### src/rtl/debug_loader_ctrl_pkg.sv
// Shared command opcodes, FSM state encodings and command-word field positions
// for the debug/loader sequencer.
package debug_loader_ctrl_pkg;

  localparam int unsigned OPCODE_MSB   = 31;
  localparam int unsigned OPCODE_LSB   = 24;
  localparam int unsigned COUNT_MSB    = 15;
  localparam int unsigned OPCODE_WIDTH = OPCODE_MSB - OPCODE_LSB + 1;

  typedef logic [OPCODE_WIDTH-1:0] opcode_t;

  localparam opcode_t CMD_LOAD   = 8'h01;
  localparam opcode_t CMD_RUN    = 8'h02;
  localparam opcode_t CMD_STEP   = 8'h03;
  localparam opcode_t CMD_DUMP   = 8'h04;
  localparam opcode_t CMD_PRESET = 8'h05;
  localparam opcode_t CMD_HALT   = 8'h06;

  localparam logic [2:0] ST_IDLE      = 3'd0;
  localparam logic [2:0] ST_LOAD      = 3'd1;
  localparam logic [2:0] ST_RUN       = 3'd2;
  localparam logic [2:0] ST_STEP      = 3'd3;
  localparam logic [2:0] ST_DUMP_SEL  = 3'd4;
  localparam logic [2:0] ST_DUMP_SEND = 3'd5;
  localparam logic [2:0] ST_DUMP_WAIT = 3'd6;

  function automatic opcode_t get_opcode(input logic [31:0] word);
    return word[OPCODE_MSB:OPCODE_LSB];
  endfunction

endpackage

### src/rtl/debug_loader_ctrl_if.sv
// Word-level bus of the debug loader: RX word stream in, instruction-memory
// write port out, TX word handshake out.
interface debug_loader_ctrl_if #(
  parameter int unsigned DATA_WIDTH      = 32,
  parameter int unsigned IMEM_ADDR_WIDTH = 10
);

  logic [DATA_WIDTH-1:0]      i_word;
  logic                       i_word_valid;
  logic                       i_tx_busy;
  logic                       i_tx_done;
  logic                       o_imem_we;
  logic [IMEM_ADDR_WIDTH-1:0] o_imem_addr;
  logic [DATA_WIDTH-1:0]      o_imem_data;
  logic                       o_tx_start;
  logic [DATA_WIDTH-1:0]      o_tx_data;

  modport master (
    input  i_word, i_word_valid, i_tx_busy, i_tx_done,
    output o_imem_we, o_imem_addr, o_imem_data, o_tx_start, o_tx_data
  );

  modport slave (
    output i_word, i_word_valid, i_tx_busy, i_tx_done,
    input  o_imem_we, o_imem_addr, o_imem_data, o_tx_start, o_tx_data
  );

endinterface

### src/rtl/debug_loader_ctrl_tx_seq.sv
// Dump sequencer: walks the register file, then PC (and an optional extra word),
// sending each through the TX word handshake.
module dbg_tx_sequencer
  import debug_loader_ctrl_pkg::*;
#(
  parameter int unsigned DATA_WIDTH    = 32,
  parameter int unsigned NB_REGS       = 32,
  parameter int unsigned REG_SEL_WIDTH = 5,
  parameter int unsigned NB_WORDS      = 33
) (
  input  logic                     i_clk,
  input  logic                     i_reset,
  input  logic                     i_start,
  input  logic [DATA_WIDTH-1:0]    i_reg_data,
  input  logic [DATA_WIDTH-1:0]    i_pc,
  input  logic [DATA_WIDTH-1:0]    i_extra_word,
  input  logic                     i_tx_busy,
  input  logic                     i_tx_done,
  output logic [REG_SEL_WIDTH-1:0] o_reg_sel,
  output logic                     o_tx_start,
  output logic [DATA_WIDTH-1:0]    o_tx_data,
  output logic                     o_done,
  output logic [2:0]               o_state_next
);

  localparam int unsigned IdxWidth = $clog2(NB_WORDS);
  localparam logic [IdxWidth-1:0] PcIdx   = IdxWidth'(NB_REGS);
  localparam logic [IdxWidth-1:0] LastIdx = IdxWidth'(NB_WORDS - 1);

  logic [2:0]               state_q, state_d;
  logic [IdxWidth-1:0]      idx_q, idx_d;
  logic [REG_SEL_WIDTH-1:0] reg_sel_q, reg_sel_d;
  logic                     tx_start_q, tx_start_d;
  logic [DATA_WIDTH-1:0]    tx_data_q, tx_data_d;
  logic [DATA_WIDTH-1:0]    send_word;

  always_comb begin
    if (idx_q < PcIdx) begin
      send_word = i_reg_data;
    end else if (idx_q == PcIdx) begin
      send_word = i_pc;
    end else begin
      send_word = i_extra_word;
    end
  end

  always_comb begin
    state_d    = state_q;
    idx_d      = idx_q;
    reg_sel_d  = reg_sel_q;
    tx_start_d = 1'b0;
    tx_data_d  = tx_data_q;
    o_done     = 1'b0;
    case (state_q)
      ST_IDLE: begin
        if (i_start) begin
          idx_d   = '0;
          state_d = ST_DUMP_SEL;
        end
      end
      ST_DUMP_SEL: begin
        // Non-register words keep the last select; their data comes from other inputs.
        if (idx_q < PcIdx) reg_sel_d = REG_SEL_WIDTH'(idx_q);
        state_d = ST_DUMP_SEND;
      end
      ST_DUMP_SEND: begin
        if (!i_tx_busy) begin
          tx_data_d  = send_word;
          tx_start_d = 1'b1;
          state_d    = ST_DUMP_WAIT;
        end
      end
      ST_DUMP_WAIT: begin
        if (i_tx_done) begin
          if (idx_q == LastIdx) begin
            o_done  = 1'b1;
            state_d = ST_IDLE;
          end else begin
            idx_d   = idx_q + 1'b1;
            state_d = ST_DUMP_SEL;
          end
        end
      end
      default: state_d = ST_IDLE;
    endcase
  end

  always_ff @(posedge i_clk) begin
    if (!i_reset) begin
      state_q    <= ST_IDLE;
      idx_q      <= '0;
      reg_sel_q  <= '0;
      tx_start_q <= 1'b0;
      tx_data_q  <= '0;
    end else begin
      state_q    <= state_d;
      idx_q      <= idx_d;
      reg_sel_q  <= reg_sel_d;
      tx_start_q <= tx_start_d;
      tx_data_q  <= tx_data_d;
    end
  end

  assign o_reg_sel    = reg_sel_q;
  assign o_tx_start   = tx_start_q;
  assign o_tx_data    = tx_data_q;
  assign o_state_next = state_d;

endmodule

### src/rtl/debug_loader_ctrl.sv
// Debug/loader sequencer: decodes UART command words, loads instruction memory,
// gates the pipeline and dumps state. DBG_CYCLE_COUNT_EN adds a run-cycle counter.
module debug_loader_ctrl
  import debug_loader_ctrl_pkg::*;
#(
  parameter int unsigned DATA_WIDTH      = 32,
  parameter int unsigned IMEM_ADDR_WIDTH = 10,
  parameter int unsigned NB_REGS         = 32,
  parameter int unsigned REG_SEL_WIDTH   = 5
) (
  input  logic                     i_clk,
  input  logic                     i_reset,
  debug_loader_ctrl_if.master      bus,
  input  logic                     i_halt,
  input  logic [DATA_WIDTH-1:0]    i_pc,
  input  logic [DATA_WIDTH-1:0]    i_reg_data,
  output logic                     o_pipe_en,
  output logic                     o_pipe_reset,
  output logic [REG_SEL_WIDTH-1:0] o_reg_sel,
  output logic                     o_err,
  output logic [2:0]               o_state
);

`ifdef DBG_CYCLE_COUNT_EN
  localparam int unsigned NbWords = NB_REGS + 2;
`else
  localparam int unsigned NbWords = NB_REGS + 1;
`endif

  logic [2:0]                 state_q, state_d;
  logic [2:0]                 ostate_q, ostate_d;
  logic [15:0]                count_q, count_d;
  logic                       imem_we_q, imem_we_d;
  logic [IMEM_ADDR_WIDTH-1:0] imem_addr_q, imem_addr_d;
  logic [DATA_WIDTH-1:0]      imem_data_q, imem_data_d;
  logic                       pipe_en_q, pipe_en_d;
  logic                       pipe_reset_q, pipe_reset_d;
  logic                       err_q, err_d;
  logic                       dump_start, dump_done;
  logic [2:0]                 seq_state_d;
  logic [DATA_WIDTH-1:0]      extra_word;
  logic [15:0]                word_count;
  logic                       halt_req;
  opcode_t                    opcode;

  assign opcode     = get_opcode(bus.i_word);
  assign word_count = bus.i_word[COUNT_MSB:0];
  assign halt_req   = i_halt || (bus.i_word_valid && (opcode == CMD_HALT));

  always_comb begin
    state_d      = state_q;
    count_d      = count_q;
    imem_we_d    = 1'b0;
    // Address advances in the cycle the write is presented.
    imem_addr_d  = imem_we_q ? imem_addr_q + 1'b1 : imem_addr_q;
    imem_data_d  = imem_data_q;
    pipe_en_d    = 1'b0;
    pipe_reset_d = 1'b0;
    err_d        = 1'b0;
    dump_start   = 1'b0;
    case (state_q)
      ST_IDLE: begin
        if (bus.i_word_valid) begin
          case (opcode)
            CMD_LOAD: begin
              count_d     = word_count;
              imem_addr_d = '0;
              if (word_count != '0) state_d = ST_LOAD;
            end
            CMD_RUN: begin
              state_d   = ST_RUN;
              pipe_en_d = 1'b1;
            end
            CMD_STEP: begin
              if (i_halt) begin
                err_d = 1'b1;
              end else begin
                state_d   = ST_STEP;
                pipe_en_d = 1'b1;
              end
            end
            CMD_DUMP: begin
              state_d    = ST_DUMP_SEL;
              dump_start = 1'b1;
            end
            CMD_PRESET: pipe_reset_d = 1'b1;
            default:    err_d        = 1'b1;
          endcase
        end
      end
      ST_LOAD: begin
        if (bus.i_word_valid) begin
          imem_we_d   = 1'b1;
          imem_data_d = bus.i_word;
          count_d     = count_q - 1'b1;
          if (count_q == 16'd1) state_d = ST_IDLE;
        end
      end
      ST_RUN: begin
        if (halt_req) begin
          state_d = ST_IDLE;
        end else begin
          pipe_en_d = 1'b1;
          err_d     = bus.i_word_valid;
        end
      end
      ST_STEP: begin
        state_d = ST_IDLE;
        err_d   = bus.i_word_valid;
      end
      ST_DUMP_SEL: begin
        // The whole dump is delegated; the sub-sequencer reports the finer state.
        err_d = bus.i_word_valid;
        if (dump_done) state_d = ST_IDLE;
      end
      default: state_d = ST_IDLE;
    endcase
  end

  assign ostate_d = (state_d == ST_DUMP_SEL) ? seq_state_d : state_d;

  always_ff @(posedge i_clk) begin
    if (!i_reset) begin
      state_q      <= ST_IDLE;
      ostate_q     <= ST_IDLE;
      count_q      <= '0;
      imem_we_q    <= 1'b0;
      imem_addr_q  <= '0;
      imem_data_q  <= '0;
      pipe_en_q    <= 1'b0;
      pipe_reset_q <= 1'b0;
      err_q        <= 1'b0;
    end else begin
      state_q      <= state_d;
      ostate_q     <= ostate_d;
      count_q      <= count_d;
      imem_we_q    <= imem_we_d;
      imem_addr_q  <= imem_addr_d;
      imem_data_q  <= imem_data_d;
      pipe_en_q    <= pipe_en_d;
      pipe_reset_q <= pipe_reset_d;
      err_q        <= err_d;
    end
  end

`ifdef DBG_CYCLE_COUNT_EN
  logic [DATA_WIDTH-1:0] cyc_cnt_q;

  always_ff @(posedge i_clk) begin
    if (!i_reset || pipe_reset_d) begin
      cyc_cnt_q <= '0;
    end else if (pipe_en_q) begin
      cyc_cnt_q <= cyc_cnt_q + 1'b1;
    end
  end

  assign extra_word = cyc_cnt_q;
`else
  assign extra_word = '0;
`endif

  dbg_tx_sequencer #(
    .DATA_WIDTH    (DATA_WIDTH),
    .NB_REGS       (NB_REGS),
    .REG_SEL_WIDTH (REG_SEL_WIDTH),
    .NB_WORDS      (NbWords)
  ) u_tx_seq (
    .i_clk        (i_clk),
    .i_reset      (i_reset),
    .i_start      (dump_start),
    .i_reg_data   (i_reg_data),
    .i_pc         (i_pc),
    .i_extra_word (extra_word),
    .i_tx_busy    (bus.i_tx_busy),
    .i_tx_done    (bus.i_tx_done),
    .o_reg_sel    (o_reg_sel),
    .o_tx_start   (bus.o_tx_start),
    .o_tx_data    (bus.o_tx_data),
    .o_done       (dump_done),
    .o_state_next (seq_state_d)
  );

  assign bus.o_imem_we   = imem_we_q;
  assign bus.o_imem_addr = imem_addr_q;
  assign bus.o_imem_data = imem_data_q;
  assign o_pipe_en       = pipe_en_q;
  assign o_pipe_reset    = pipe_reset_q;
  assign o_err           = err_q;
  assign o_state         = ostate_q;

endmodule

### src/flat_wrapper.sv
// flat-port wrapper written by rule: the top's interface ports become plain ports
module debug_loader_ctrl_flat import debug_loader_ctrl_pkg::*;
#(
  parameter int unsigned DATA_WIDTH      = 32,
  parameter int unsigned IMEM_ADDR_WIDTH = 10,
  parameter int unsigned NB_REGS         = 32,
  parameter int unsigned REG_SEL_WIDTH   = 5
)
  (i_clk, i_reset, i_halt, i_pc, i_reg_data, o_pipe_en, o_pipe_reset, o_reg_sel, o_err, o_state, bus_i_word, bus_i_word_valid, bus_i_tx_busy, bus_i_tx_done, bus_o_imem_we, bus_o_imem_addr, bus_o_imem_data, bus_o_tx_start, bus_o_tx_data);
  debug_loader_ctrl_if #(.DATA_WIDTH(DATA_WIDTH), .IMEM_ADDR_WIDTH(IMEM_ADDR_WIDTH)) bus_i ();
  input  logic i_clk;
  input  logic i_reset;
  input  logic i_halt;
  input  logic [DATA_WIDTH-1:0] i_pc;
  input  logic [DATA_WIDTH-1:0] i_reg_data;
  output logic o_pipe_en;
  output logic o_pipe_reset;
  output logic [REG_SEL_WIDTH-1:0] o_reg_sel;
  output logic o_err;
  output logic [2:0] o_state;
  input wire logic [$bits(bus_i.i_word)-1:0] bus_i_word;
  input wire logic [$bits(bus_i.i_word_valid)-1:0] bus_i_word_valid;
  input wire logic [$bits(bus_i.i_tx_busy)-1:0] bus_i_tx_busy;
  input wire logic [$bits(bus_i.i_tx_done)-1:0] bus_i_tx_done;
  output wire logic [$bits(bus_i.o_imem_we)-1:0] bus_o_imem_we;
  output wire logic [$bits(bus_i.o_imem_addr)-1:0] bus_o_imem_addr;
  output wire logic [$bits(bus_i.o_imem_data)-1:0] bus_o_imem_data;
  output wire logic [$bits(bus_i.o_tx_start)-1:0] bus_o_tx_start;
  output wire logic [$bits(bus_i.o_tx_data)-1:0] bus_o_tx_data;
  assign bus_i.i_word = bus_i_word;
  assign bus_i.i_word_valid = bus_i_word_valid;
  assign bus_i.i_tx_busy = bus_i_tx_busy;
  assign bus_i.i_tx_done = bus_i_tx_done;
  assign bus_o_imem_we = bus_i.o_imem_we;
  assign bus_o_imem_addr = bus_i.o_imem_addr;
  assign bus_o_imem_data = bus_i.o_imem_data;
  assign bus_o_tx_start = bus_i.o_tx_start;
  assign bus_o_tx_data = bus_i.o_tx_data;
  debug_loader_ctrl #(.DATA_WIDTH(DATA_WIDTH), .IMEM_ADDR_WIDTH(IMEM_ADDR_WIDTH), .NB_REGS(NB_REGS), .REG_SEL_WIDTH(REG_SEL_WIDTH)) u_core (.i_clk(i_clk), .i_reset(i_reset), .bus(bus_i), .i_halt(i_halt), .i_pc(i_pc), .i_reg_data(i_reg_data), .o_pipe_en(o_pipe_en), .o_pipe_reset(o_pipe_reset), .o_reg_sel(o_reg_sel), .o_err(o_err), .o_state(o_state));
endmodule
### config.mk
export PLATFORM = sky130hd
export DESIGN_NAME = debug_loader_ctrl_flat
export DESIGN_NICKNAME = d
export VERILOG_FILES = /design/src/rtl/debug_loader_ctrl_pkg.sv /design/src/rtl/debug_loader_ctrl_if.sv /design/src/rtl/debug_loader_ctrl_tx_seq.sv /design/src/rtl/debug_loader_ctrl.sv /design/src/flat_wrapper.sv
export SDC_FILE = /design/constraint.sdc
export NUM_CORES = 1
export LEC_CHECK = 0
export CORE_MARGIN = 2
export CORE_UTILIZATION = 41
export DETAILED_ROUTE_END_ITERATION = 16
export PLACE_DENSITY = 0.84
export SLEW_MARGIN = 25
export SYNTH_ARGS = -nofsm -noshare
export SYNTH_HDL_FRONTEND = slang
export SYNTH_SLANG_ARGS = --single-unit
### constraint.sdc
create_clock -name i_clk -period 2 [get_ports i_clk]
set_clock_uncertainty 0.05 [all_clocks]
set_input_delay 0.4 -clock i_clk [delete_from_list [all_inputs] [get_ports i_clk]]
set_output_delay 0.4 -clock i_clk [all_outputs]
set_load 0.02 [all_outputs]
# Word-level counts from Yosys, hierarchy flattened
# Cells that the tools add are included.
# totals
mem_bits_rw,0
register_bits,115
mem_count,0
latch_bits,0
mem_bits_ro,0
out_inout_bits,87
in_bits,102
# op_classes
n_reduce_logical,17
addsub,3
mux,48
bitwise,1
n_lt_le_gt_ge,1
mul,0
eq_ne,22
n_shift,0
n_div,0
# ops
cell,count
2-to-1 mux 32 bit,2
2-to-1 mux 16 bit,3
2-to-1 mux 10 bit,4
2-to-1 mux 3 bit,12
case mux 3 bit (4 select lines),3
case mux 16 bit (2 select lines),1
equality test 8 x 3 -> 1 bit (second input constant),3
2-to-1 mux 6 bit,3
equality test 16 x 1 -> 1 bit (second input constant),1
equality test 8 x 2 -> 1 bit (second input constant),2
nonzero test 16 bit,1
subtractor 16 x 1 -> 16 bit (second input constant),1
equality test 3 bit (second input constant),5
2-to-1 mux 1 bit,15
case mux 6 bit (2 select lines),1
adder 10 x 1 -> 10 bit (second input constant),1
!= test 2 bit (second input constant),5
AND reduction 2 bit,5
equality test 8 x 1 -> 1 bit (second input constant),1
AND reduction 4 bit,2
adder 6 x 1 -> 6 bit (second input constant),1
equality test 3 x 2 -> 1 bit (second input constant),2
equality test 6 bit (second input constant),1
zero test 3 bit,2
other kinds (12),15

# Longest topological paths before layout
# Gate-level depths: netlist (run 1).
# logic_depth
word_depth,8
ltp_mapped,8
ltp_nobuf,7

# By module
# A second synthesis (run 1) with hierarchy kept.
# hier_totals
hier_cells,691
area_unflattened_um2,5612.9
# by_module_without_submodules
mod,area_per_inst_um2,cells_per_inst,instances
debug_loader_ctrl,3196.8,398,1
dbg_tx_sequencer,2416.1,293,1

# Least setup slack after synthesis (run 1)
# OpenSTA, ideal clock, no wires.
# synth_path
path_kind,reg-to-reg
start,register u_core.count_q[5]
end,register u_core.count_q[11]
t_arrival_ns,1.979
path_slack_ns,-0.089
required_time_ns,1.890
period_less_slack_ns,2.089
stages_incl_launch_ff,6
cell_sequence,dfxtp_1 > or4_4 > or4_4 > or3_1 > a21oi_1 > o221a_1
# synth_between
elab_chain_cells,3
# synth_lines
element,line,source
"start, declared",debug_loader_ctrl.sv:32,"logic [15:0] count_q, count_d;"
"start signal, assigned",debug_loader_ctrl.sv:136,count_q <= count_d;
subtractor 16 x 1 -> 16 bit,debug_loader_ctrl.sv:95,count_d = count_q - 1'b1;
2-to-1 mux 16 bit,debug_loader_ctrl.sv:92,if (bus.i_word_valid) begin
case mux 16 bit (2 select lines),debug_loader_ctrl.sv:61,case (state_q)
# Every way passes these cells. The select of a mux whose other input is x is not followed.
# A chain may end at the register's enable or synchronous reset.

# Final worst setup path (run 1)
# layout_path
start,register u_core.count_q[7]
end,register u_core.count_q[11]
# The elaborated chain is that of the path after synthesis.

==> results of run 1 <==
## state kept, by name, summed over array words and instances (netlist names)
signal	count
u_core.bus.o_imem_data	32
u_core.u_tx_seq.o_tx_data	32
u_core.count_q	16
u_core.bus.o_imem_addr	10
u_core.u_tx_seq.idx_q	6
u_core.u_tx_seq.o_reg_sel	5
u_core.o_state	3
u_core.state_q	3
u_core.u_tx_seq.state_q	3
u_core.bus.o_imem_we	1
u_core.o_err	1
u_core.o_pipe_en	1
u_core.o_pipe_reset	1
u_core.u_tx_seq.o_tx_start	1
## area by class of cell
cell class / instances / area (um2) / area share, %
Sequential cell: 115 / 2300 / 27.2
Timing Repair Buffer: 256 / 2470 / 29.1
Clock inverter: 13 / 184 / 2.17
Multi-Input combinational cell: 477 / 2810 / 33.1
Inverter: 14 / 52.6 / 0.620
Tap cell: 172 / 215 / 2.54
Clock buffer: 19 / 443 / 5.23
## worst paths after layout
| kind | end | slack [ns] | cells past startpoint |
|---|---|---|---|
| max | u_core.count_q[11] | -0.07 | 5 |
| min | u_core.bus.o_imem_data[28] | 0.29 | 3 |
| max reg2reg | u_core.count_q[11] | -0.07 | 5 |
| min reg2reg | u_core.bus.o_imem_data[30] | 0.40 | 2 |
## cell usage in the layout (no fill, tap or decap), drive strengths merged, types with 6 or more instances in the layout
cell           count
clkdlybuf4s50    181
and3               7
a211oi            33
nand3             14
a21oi             81
or4                6
dfxtp            115
inv               14
buf               68
clkinv             6
xor2              10
o21ai             12
nor4               9
mux2i              6
nand2             99
nor2b             38
nor2              73
nand4              9
nor3              10
clkbuf            19
## worst register-to-register path: cells and delay by family (launching register included)
family	cells	cell delay (ns)
simple gates	3	1.34
flops	1	0.31
compound gates	2	0.33
## cells in the mapped netlist (2+ instances only)
cell         n  area, um2
a21oi_1     81        405
o211a_1      2       20.0
a31oi_1      5       31.3
dfxtp_1    115       2300
o2bb2ai_1    2       17.5
nand3_1     14       70.1
a211oi_1    33        248
xnor2_1      4       35.0
nor4_2       2       25.0
o21a_1       5       37.5
or3_1        4       25.0
nor2_1      73        274
nor3_1      10       50.1
nor4_1       7       43.8
a41oi_1      4       35.0
o21ai_1      2       10.0
a21o_1       2       15.0
or4_4        2       22.5
or4_1        4       30.0
clkbuf_1    43        161
nor2b_1     38        238
nand2b_1     4       25.0
o21ai_0     10       50.1
mux2i_1      6       60.1
and3_1       7       43.8
nand2_1     99        372
o221a_2      2       22.5
xor2_1      10       87.6
nand4_1      9       56.3
o31a_1       2       17.5
ha_1         5       62.6
o22ai_1      5       31.3
o211ai_1     4       30.0
inv_1       14       52.6
buf_1        3       11.3
## metrics by stage
step | TNS (ns) | hold slack [ns]
floorplan | 0 | 0.391
global placement | -14.18 | 0.391
detailed placement | -14.30 | 0.398
CTS | -0.0513 | 0.349
global route | -0.163 | 0.302
finish | -0.0979 | 0.290
## what timing repair did
action                                  4_1_cts  5_1_grt
pin swaps                                     5        8
buffers inserted                              0        1
resized for setup                            11       22
endpoints found under the hold margin         0        0
endpoints found under the setup margin       27       14
## power by group
group	leakage, nW	internal (mW)	switching (mW)	total [mW]
sequential	0.927	2.30	0.00423	2.30
combinational	1.96	0.291	0.181	0.472
clock	0.299	2.11	1.08	3.20
## kinds of logic (layout without fill, tap and decap cells)
group                      after synthesis  after routing  share of synthesized area, %
and+or+nand+nor                        283            283                          26.2
DFF                                    115            115                          44.3
AOI/OAI and AO/OA                      169            169                          20.4
buffers and inverters                   61            302                          4.43
adders and majority gates                5              5                          1.20
xor gates and xnor gates                14             14                          2.36
muxes                                    6              6                          1.16
## per-layer routing
layer / global-route usage, % / up-vias
li1: - / 2755
met1: 27.3 / 2568
met2: 36.6 / 197
met3: 6.54 / 36
met4: 10.4 / 0
met5: 0 / -
==> results.cfg, run 1 <==
[status]
status = complete, but fails checks
violations = negative setup slack

[grt]
grt_max_degree = 42
grt_usage_pct = 22.4
grt_pass1_vias = 5046
grt_overflow = 0
antenna_found_initial = 0
grt_pass1_wl_mm = 24.0

[worst_setup_path]
critPathCaptureType = register
crit_chain = or4_4 > or4_4 > or3_1 > a21oi_1 > o221a_1
path_delay_family = simple AND/OR/NAND/NOR gates
cp_data_required_time_ns = 2.31
critPathMostFrequentCell = or4_4
cp_num_buf_inv = 0
slowest_stage = or4_4
cp.arrival_ns = 2.38
critPathKind = register to register
worstSetupStartpointType = register
cp-startpoint = u_core.count_q[7]
max_stage_delay_ns = 0.57
path_max_fanout = 3
regToRegStartpoint = u_core.count_q[7]

[floorplanning]
start_util_pct = 41.5
pin_count = 189
fp.dieW_um = 117
die-area_um2 = 13600
die_y_um = 117
num_rows = 41
coreArea_um2 = 12500

[sta]
fmax_ghz = 0.484
fin_crit_sh_pct = 103
rsz0062_at_grt = true
worst_slack_ns = -0.0651
hold_viol_final = 0
slew_viol_final = 0
min_period_ns = 2.07
tightest_slew_ns = 0.483
maxSlewHeadroom_pct = 67.4
setup_viol = 3

[placed_design]
dp_cells = 1033
portBuffers = 188
place_ws_ns = -0.554
hpwl_mm = 11.2
placed_area_um2 = 7730
place.gp.congestion = 0.883

[detailed_routing]
drc = 0
dr.pass1.iters = 5
highest_layer = met4
vias = 5556
drt_iter0_markers = 370
drt-total-wl_mm = 15.9
route.met2.wl_mm = 7.73
wl_per_cell_um = 14.9
ant_nets = 0
dr_wl_met3_mm = 1.02
vias_per_cell = 5.21
drt-met1-wl_mm = 6.71

[clock_network]
cts.sinks = 115
cts_hold_buffers = 0
htreeDepth = 4
cts_tree = built
clk_latency_ns = 0.42
clockBufferDepth = 2
numCtsBuffers = 17
clk_pin_slew_ns = 0.05
cts_root_buf = clkbuf_16

[yosys]
avgSynthCellArea_um2 = 7.96
syn_area_um2 = 5200
synth_seq_area_share_pct = 44.3
synth-seq-cells = 115
synthArstFlopShare_pct = 0
ys_types = 56
synth_cells = 653
syn_nets = 760
synth_edf_count = 0
synth_ff_type = dfxtp_1
ys_warn_count = 0

[worst_hold_path]
min-delay-start = bus_i_word[28]
min_path_type = input pin to register

[final_layout]
drive_gt1_share_pct = 14.5
final_nets = 988
syn2layout_area_growth_pct = 63.0
diodes = 0
stdcell_area_um2 = 8480
stdcell_count = 1066
fillers = 998
utilization_pct = 67.7

[pwr]
leakage_nw = 3.19
power.density_nw_per_um2 = 704
total_power_mw = 5.97
peakVddDrop_mv = 0.486

[run]
maxCapViolCount = 0
(Power assumes the default switching activity.)
==> inputs of run 2 (changes only) <==
--- a/config.mk
+++ b/config.mk
@@ -5,10 +5,13 @@
 export SDC_FILE = /design/constraint.sdc
 export NUM_CORES = 1
 export LEC_CHECK = 0
+export ABC_AREA = 1
+export CORE_ASPECT_RATIO = 2
 export CORE_MARGIN = 2
 export CORE_UTILIZATION = 41
+export CTS_CLUSTER_DIAMETER = 200
 export DETAILED_ROUTE_END_ITERATION = 16
-export PLACE_DENSITY = 0.84
+export PLACE_DENSITY = 0.83
 export SLEW_MARGIN = 25
 export SYNTH_ARGS = -nofsm -noshare
 export SYNTH_HDL_FRONTEND = slang
==> run 2 against run 1 <==
Net effect:
- the run now ends clean
- sequential share of layout area is 0.54 points higher
- final cell count increased by 8.6%
- largest cell class unchanged
- routed wire length rose by 11%
- total power decreased by 7.3%
==> results.cfg, run 2 <==
[placed_design]
portBuffers = 188
placed_area_um2 = 7740
hpwl_mm = 13.2
place.gp.congestion = 0.971

[clock_network]
cts.sinks = 115
cts_tree = built
numCtsBuffers = 17
clockBufferDepth = 2
cts_root_buf = clkbuf_16
htreeDepth = 4
cts_hold_buffers = 0
clk_pin_slew_ns = 0.05
clk_latency_ns = 0.41
post_cts.repair.setup_buffers = 0

[grt]
grt_pass1_vias = 6093
antenna_found_initial = 0
grt_pass1_wl_mm = 28.9
grt_max_degree = 51
grt_overflow = 0
grt_usage_pct = 25.1

[yosys]
synth_ff_type = dfxtp_1
synth-seq-cells = 115
synth_seq_area_share_pct = 41.5
yosys.area.top_type_share_pct = 41.5
syn_nets = 896
synth_edf_count = 0
avgSynthCellArea_um2 = 7.03
ys_top_cells_by_area = dfxtp_1 42%, nand2_1 13%, a21oi_1 8.8%
synth_cells = 789
ys_warn_count = 0
yosys.cell_count.top_type = nand2_1
synth_commonest_cells = 193 x nand2_1, 115 x dfxtp_1, 98 x a21oi_1, 74 x inv_1, 68 x nor2_1
ys_types = 40
synthArstFlopShare_pct = 0
synth_top_cell_by_area = dfxtp_1
syn_area_um2 = 5540

[worst_setup_path]
regToRegStartpoint = u_core.bus.o_imem_addr[0]
worst-r2r-cell-count = 8
cp_data_required_time_ns = 1.55
regToRegSetupSlack_ns = 0.35
critPathCaptureType = output port
rr_endpoint = u_core.bus.o_imem_addr[8]
cp.arrival_ns = 1.48
slowest_stage = clkdlybuf4s50_1
max_stage_delay_ns = 0.65
worstSetupStartpointType = register
cp_num_buf_inv = 1
crit_chain = clkdlybuf4s50_1
path_max_fanout = 6
path_delay_family = buffers and inverters
critPathKind = register to output port

[sta]
setup_viol = 0
tightest_slew_ns = 0.552
fin_crit_sh_pct = 96.7
fin_tns_setup_ns = 0
fmax_ghz = 0.517
min_period_ns = 1.93
rsz0062_at_grt = false
hold_viol_final = 0
maxSlewHeadroom_pct = 63.2
slew_viol_final = 0

[run]
maxCapViolCount = 0

[final_layout]
final_cell_mix = 193 x nand2_1, 186 x clkdlybuf4s50_1, 115 x dfxtp_1
syn2layout_area_growth_pct = 49.7
stdcell_area_um2 = 8300
utilization_pct = 62.1
final_nets = 1098
drive_gt1_share_pct = 9.57
diodes = 0
final_common_cell = nand2_1

[detailed_routing]
drt_iter0_markers = 320
dr.pass1.iters = 5
vias_per_cell = 5.25
ant_nets = 0
wl_per_cell_um = 15.3
drc = 0
drt-total-wl_mm = 17.7
vias = 6077

[floorplanning]
coreArea_um2 = 13400
fp.dieW_um = 86.2
num_rows = 60
pin_count = 189
die_y_um = 168
die-area_um2 = 14500
start_util_pct = 41.5

[pwr]
peakVddDrop_mv = 0.495
power.density_nw_per_um2 = 667
leakage_nw = 3.45
total_power_mw = 5.53

[status]
status = finished clean

[worst_hold_path]
min-delay-start = u_core.bus.o_imem_data[9]
min_path_type = register to register
whs_endpoint = u_core.bus.o_imem_data[9]
hold_depth = 2
[run 2: cell types whose count changed after synthesis, sizes merged, moves of 29 or more]
| cell | delta |
|---|---|
| nand3 | +56 |
| nand2 | +98 |
| o211ai | +29 |
| inv | +66 |
| a211oi | -33 |
| nor2b | -38 |
[run 2: worst max path at each step]
stage	cells after the start	from	end
final	1	u_core.bus.o_imem_we	bus_o_imem_we
after detailed placement	11	bus_i_word[28]	u_core.count_q[15]
after floorplan	8	u_core.bus.o_imem_addr[0]	u_core.bus.o_imem_addr[8]
after global placement	9	bus_i_word[27]	u_core.o_pipe_en
after CTS	1	u_core.bus.o_imem_addr[6]	bus_o_imem_addr[6]
after global routing	1	u_core.bus.o_imem_addr[3]	bus_o_imem_addr[3]
[run 2: area by class of cell]
cell class | count | area, um2
Tap cell | 155 | 194
Clock inverter | 8 | 78.8
Inverter | 81 | 307
Clock buffer | 23 | 478
Multi-Input combinational cell | 555 | 2740
Fill cell | 1139 | 5060
Timing Repair Buffer | 221 | 2200
Sequential cell | 115 | 2300
[run 2: what timing repair did]
action / CTS / global route
setup endpoints to repair: 0 / 1
hold endpoints to repair: 0 / 0
resized for setup: 0 / 1
[run 2: cells by family after synthesis]
group / after synthesis / share of synthesized area [%]
xor+xnor: 6 / 0.948
buf+inv: 119 / 9.07
fa+ha+maj: 5 / 1.13
flops: 115 / 41.5
simple gates: 382 / 30.8
compound gates: 162 / 16.5
[run 2: where the power goes]
| part | internal [mW] | leakage, nW | switching, mW |
|---|---|---|---|
| registers | 2.30 | 0.926 | 0.00266 |
| logic | 0.233 | 2.27 | 0.160 |
| clock network | 1.79 | 0.261 | 1.05 |
| total | 4.32 | 3.45 | 1.21 |
[run 2: metal layers]
layer	part of all wire [%]	vias to the layer above	track usage, %
met4	4.7	0	12.4
met3	4.9	53	5.31
li1	-	2996	-
met1	34	2802	24.0
met2	56	226	48.5
met5	0	-	0
[run 2: stage by stage]
stage	cells	hold slack, ns	setup WS [ns]
finish	1158	0.409	0.0660
global route	1158	0.421	0.0340
CTS	1158	0.409	0.0212
detailed placement	1127	0.402	-0.0365
global placement	1127	0.397	0.00777
floorplan	789	0.385	0.432
==> inputs of run 3 (changes only) <==
--- a/config.mk
+++ b/config.mk
@@ -8,10 +8,11 @@
 export ABC_AREA = 1
 export CORE_ASPECT_RATIO = 2
 export CORE_MARGIN = 2
-export CORE_UTILIZATION = 41
+export CORE_UTILIZATION = 42
 export CTS_CLUSTER_DIAMETER = 200
 export DETAILED_ROUTE_END_ITERATION = 16
-export PLACE_DENSITY = 0.83
+export DONT_BUFFER_PORTS = 1
+export PLACE_DENSITY = 0.65
 export SLEW_MARGIN = 25
 export SYNTH_ARGS = -nofsm -noshare
 export SYNTH_HDL_FRONTEND = slang
==> run 3 against run 2 <==
Net effect:
- combinational power down 74%
- routed wire length down 8.9%
- largest cell class unchanged
- die area down 2.3%
- count of clock-buffer cells in the layout down 5
- register-to-register slack about the same
==> results.cfg, run 3 (synthesized netlist as in run 2, its figures left out) <==
[clock_network]
clockBufferDepth = 2
htreeDepth = 4
cts_tree = built
clk_pin_slew_ns = 0.06
post_cts.repair.setup_buffers = 0
cts.sinks = 115
cts_root_buf = clkbuf_16
cts_resized = 0
clk_latency_ns = 0.41
cts_hold_buffers = 0
numCtsBuffers = 17

[worst_setup_path]
cp_num_buf_inv = 2
crit_end = u_core.count_q[6]
crit_chain = nand3_4 > inv_4 > nand2_4 > nand2_4 > buf_4 > o21ai_1 > nand2_1 > a21oi_1
critPathKind = register to register
regToRegSetupSlack_ns = 0.35
worst-r2r-cell-count = 8
cp.arrival_ns = 1.90
cp_data_required_time_ns = 2.25
path_delay_family = flip-flops
worstSetupStartpointType = register
crit_cells = 8
critPathCaptureType = register
regToRegStartpoint = u_core.state_q[0]
critPathMostFrequentCell = nand2_4
cp-startpoint = u_core.state_q[0]
rr_endpoint = u_core.count_q[6]
slowest_stage = dfxtp_1
max_stage_delay_ns = 0.48
path_max_fanout = 23

[placed_design]
place.gp.congestion = 0.885
hpwl_mm = 11.8
portBuffers = 0
dp_cells = 919

[detailed_routing]
vias = 5261
wl_per_cell_um = 17.0
ant_nets = 0
drt-total-wl_mm = 16.1
vias_per_cell = 5.53
drc = 0
drt_iter0_markers = 182
dr.pass1.iters = 4

[final_layout]
drive_gt1_share_pct = 10.1
stdcell_count = 951
final_common_cell = nand2_1
diodes = 0
final_cell_mix = 193 x nand2_1, 115 x dfxtp_1, 98 x a21oi_1
final_nets = 893
syn2layout_area_growth_pct = 11.9

[sta]
rsz0062_at_grt = false
tightest_slew_ns = 0.541
maxSlewHeadroom_pct = 63.8
hold_ws_ns = 0.0765
fmax_ghz = 0.605
setup_viol = 0
fin_tns_setup_ns = 0
hold_viol_final = 0
slew_viol_final = 0
min_period_ns = 1.65
fin_crit_sh_pct = 82.6

[grt]
grt_max_degree = 52
antenna_found_initial = 0
grt_pass1_wl_mm = 25.2
grt_overflow = 0
grt_pass1_vias = 5174
grt_usage_pct = 22.7

[floorplanning]
fp.dieW_um = 85.2
start_util_pct = 42.9
num_rows = 59
die_y_um = 166
coreArea_um2 = 12900
die-area_um2 = 14200
pin_count = 189

[pwr]
leakage_nw = 2.65
power.density_nw_per_um2 = 827
peakVddDrop_mv = 0.756

[status]
status = finished clean

[worst_hold_path]
min_path_type = input pin to register

[run]
maxCapViolCount = 0
==> run 3: per-stage QoR <==
step	worst slack, ns	util, %	power (mW)	instance area (um2)
after floorplan	0.432	-	2.45	5540
after global routing	0.169	48.0	5.31	6210
final	0.347	48.0	5.13	6210
after global placement	0.334	43.9	2.45	5670
after detailed placement	0.329	43.9	2.45	5670
after CTS	0.348	48.0	5.19	6210
==> run 3: layout make-up <==
class | count | area [um2]
well taps | 152 | 190
flip-flops and latches | 115 | 2300
inverters | 81 | 307
clock inverters | 14 | 106
fillers | 1269 | 6710
repair buffers | 16 | 133
clock buffers | 18 | 429
multi-input cells | 555 | 2740
==> run 3: how the worst min path moves through the flow <==
stage                                to                     start  slack [ns]  cells after the start
2_1_floorplan  u_core.u_tx_seq.idx_q[0]  u_core.u_tx_seq.idx_q[0]        0.38                      1
3_3_place_gp   u_core.u_tx_seq.idx_q[0]  u_core.u_tx_seq.idx_q[0]        0.40                      1
3_5_place_dp   u_core.u_tx_seq.idx_q[0]  u_core.u_tx_seq.idx_q[0]        0.41                      1
4_1_cts        u_core.u_tx_seq.idx_q[0]                   i_reset        0.05                      2
5_1_grt              u_core.count_q[15]                   i_reset        0.07                      2
6_report       u_core.u_tx_seq.idx_q[0]                   i_reset        0.08                      2
==> run 3: metal layers <==
metal  wire length (um)  share of wire (%)  GRT usage [%]  vias up
met1               5290                 33           19.5     2434
li1                   -                  -              -     2593
met2               9120                 57           43.5      192
met4                756                4.7           14.4        0
met3                956                5.9           6.44       42
met5                  0                  0              0        -
==> run 3: power breakdown <==
part / switching (mW) / internal (mW) / leakage (nW) / total [mW]
registers: 0.00556 / 2.30 / 0.926 / 2.30
logic: 0.0688 / 0.0328 / 1.46 / 0.102
clock network: 1.14 / 1.59 / 0.265 / 2.73
total: 1.22 / 3.92 / 2.65 / 5.13
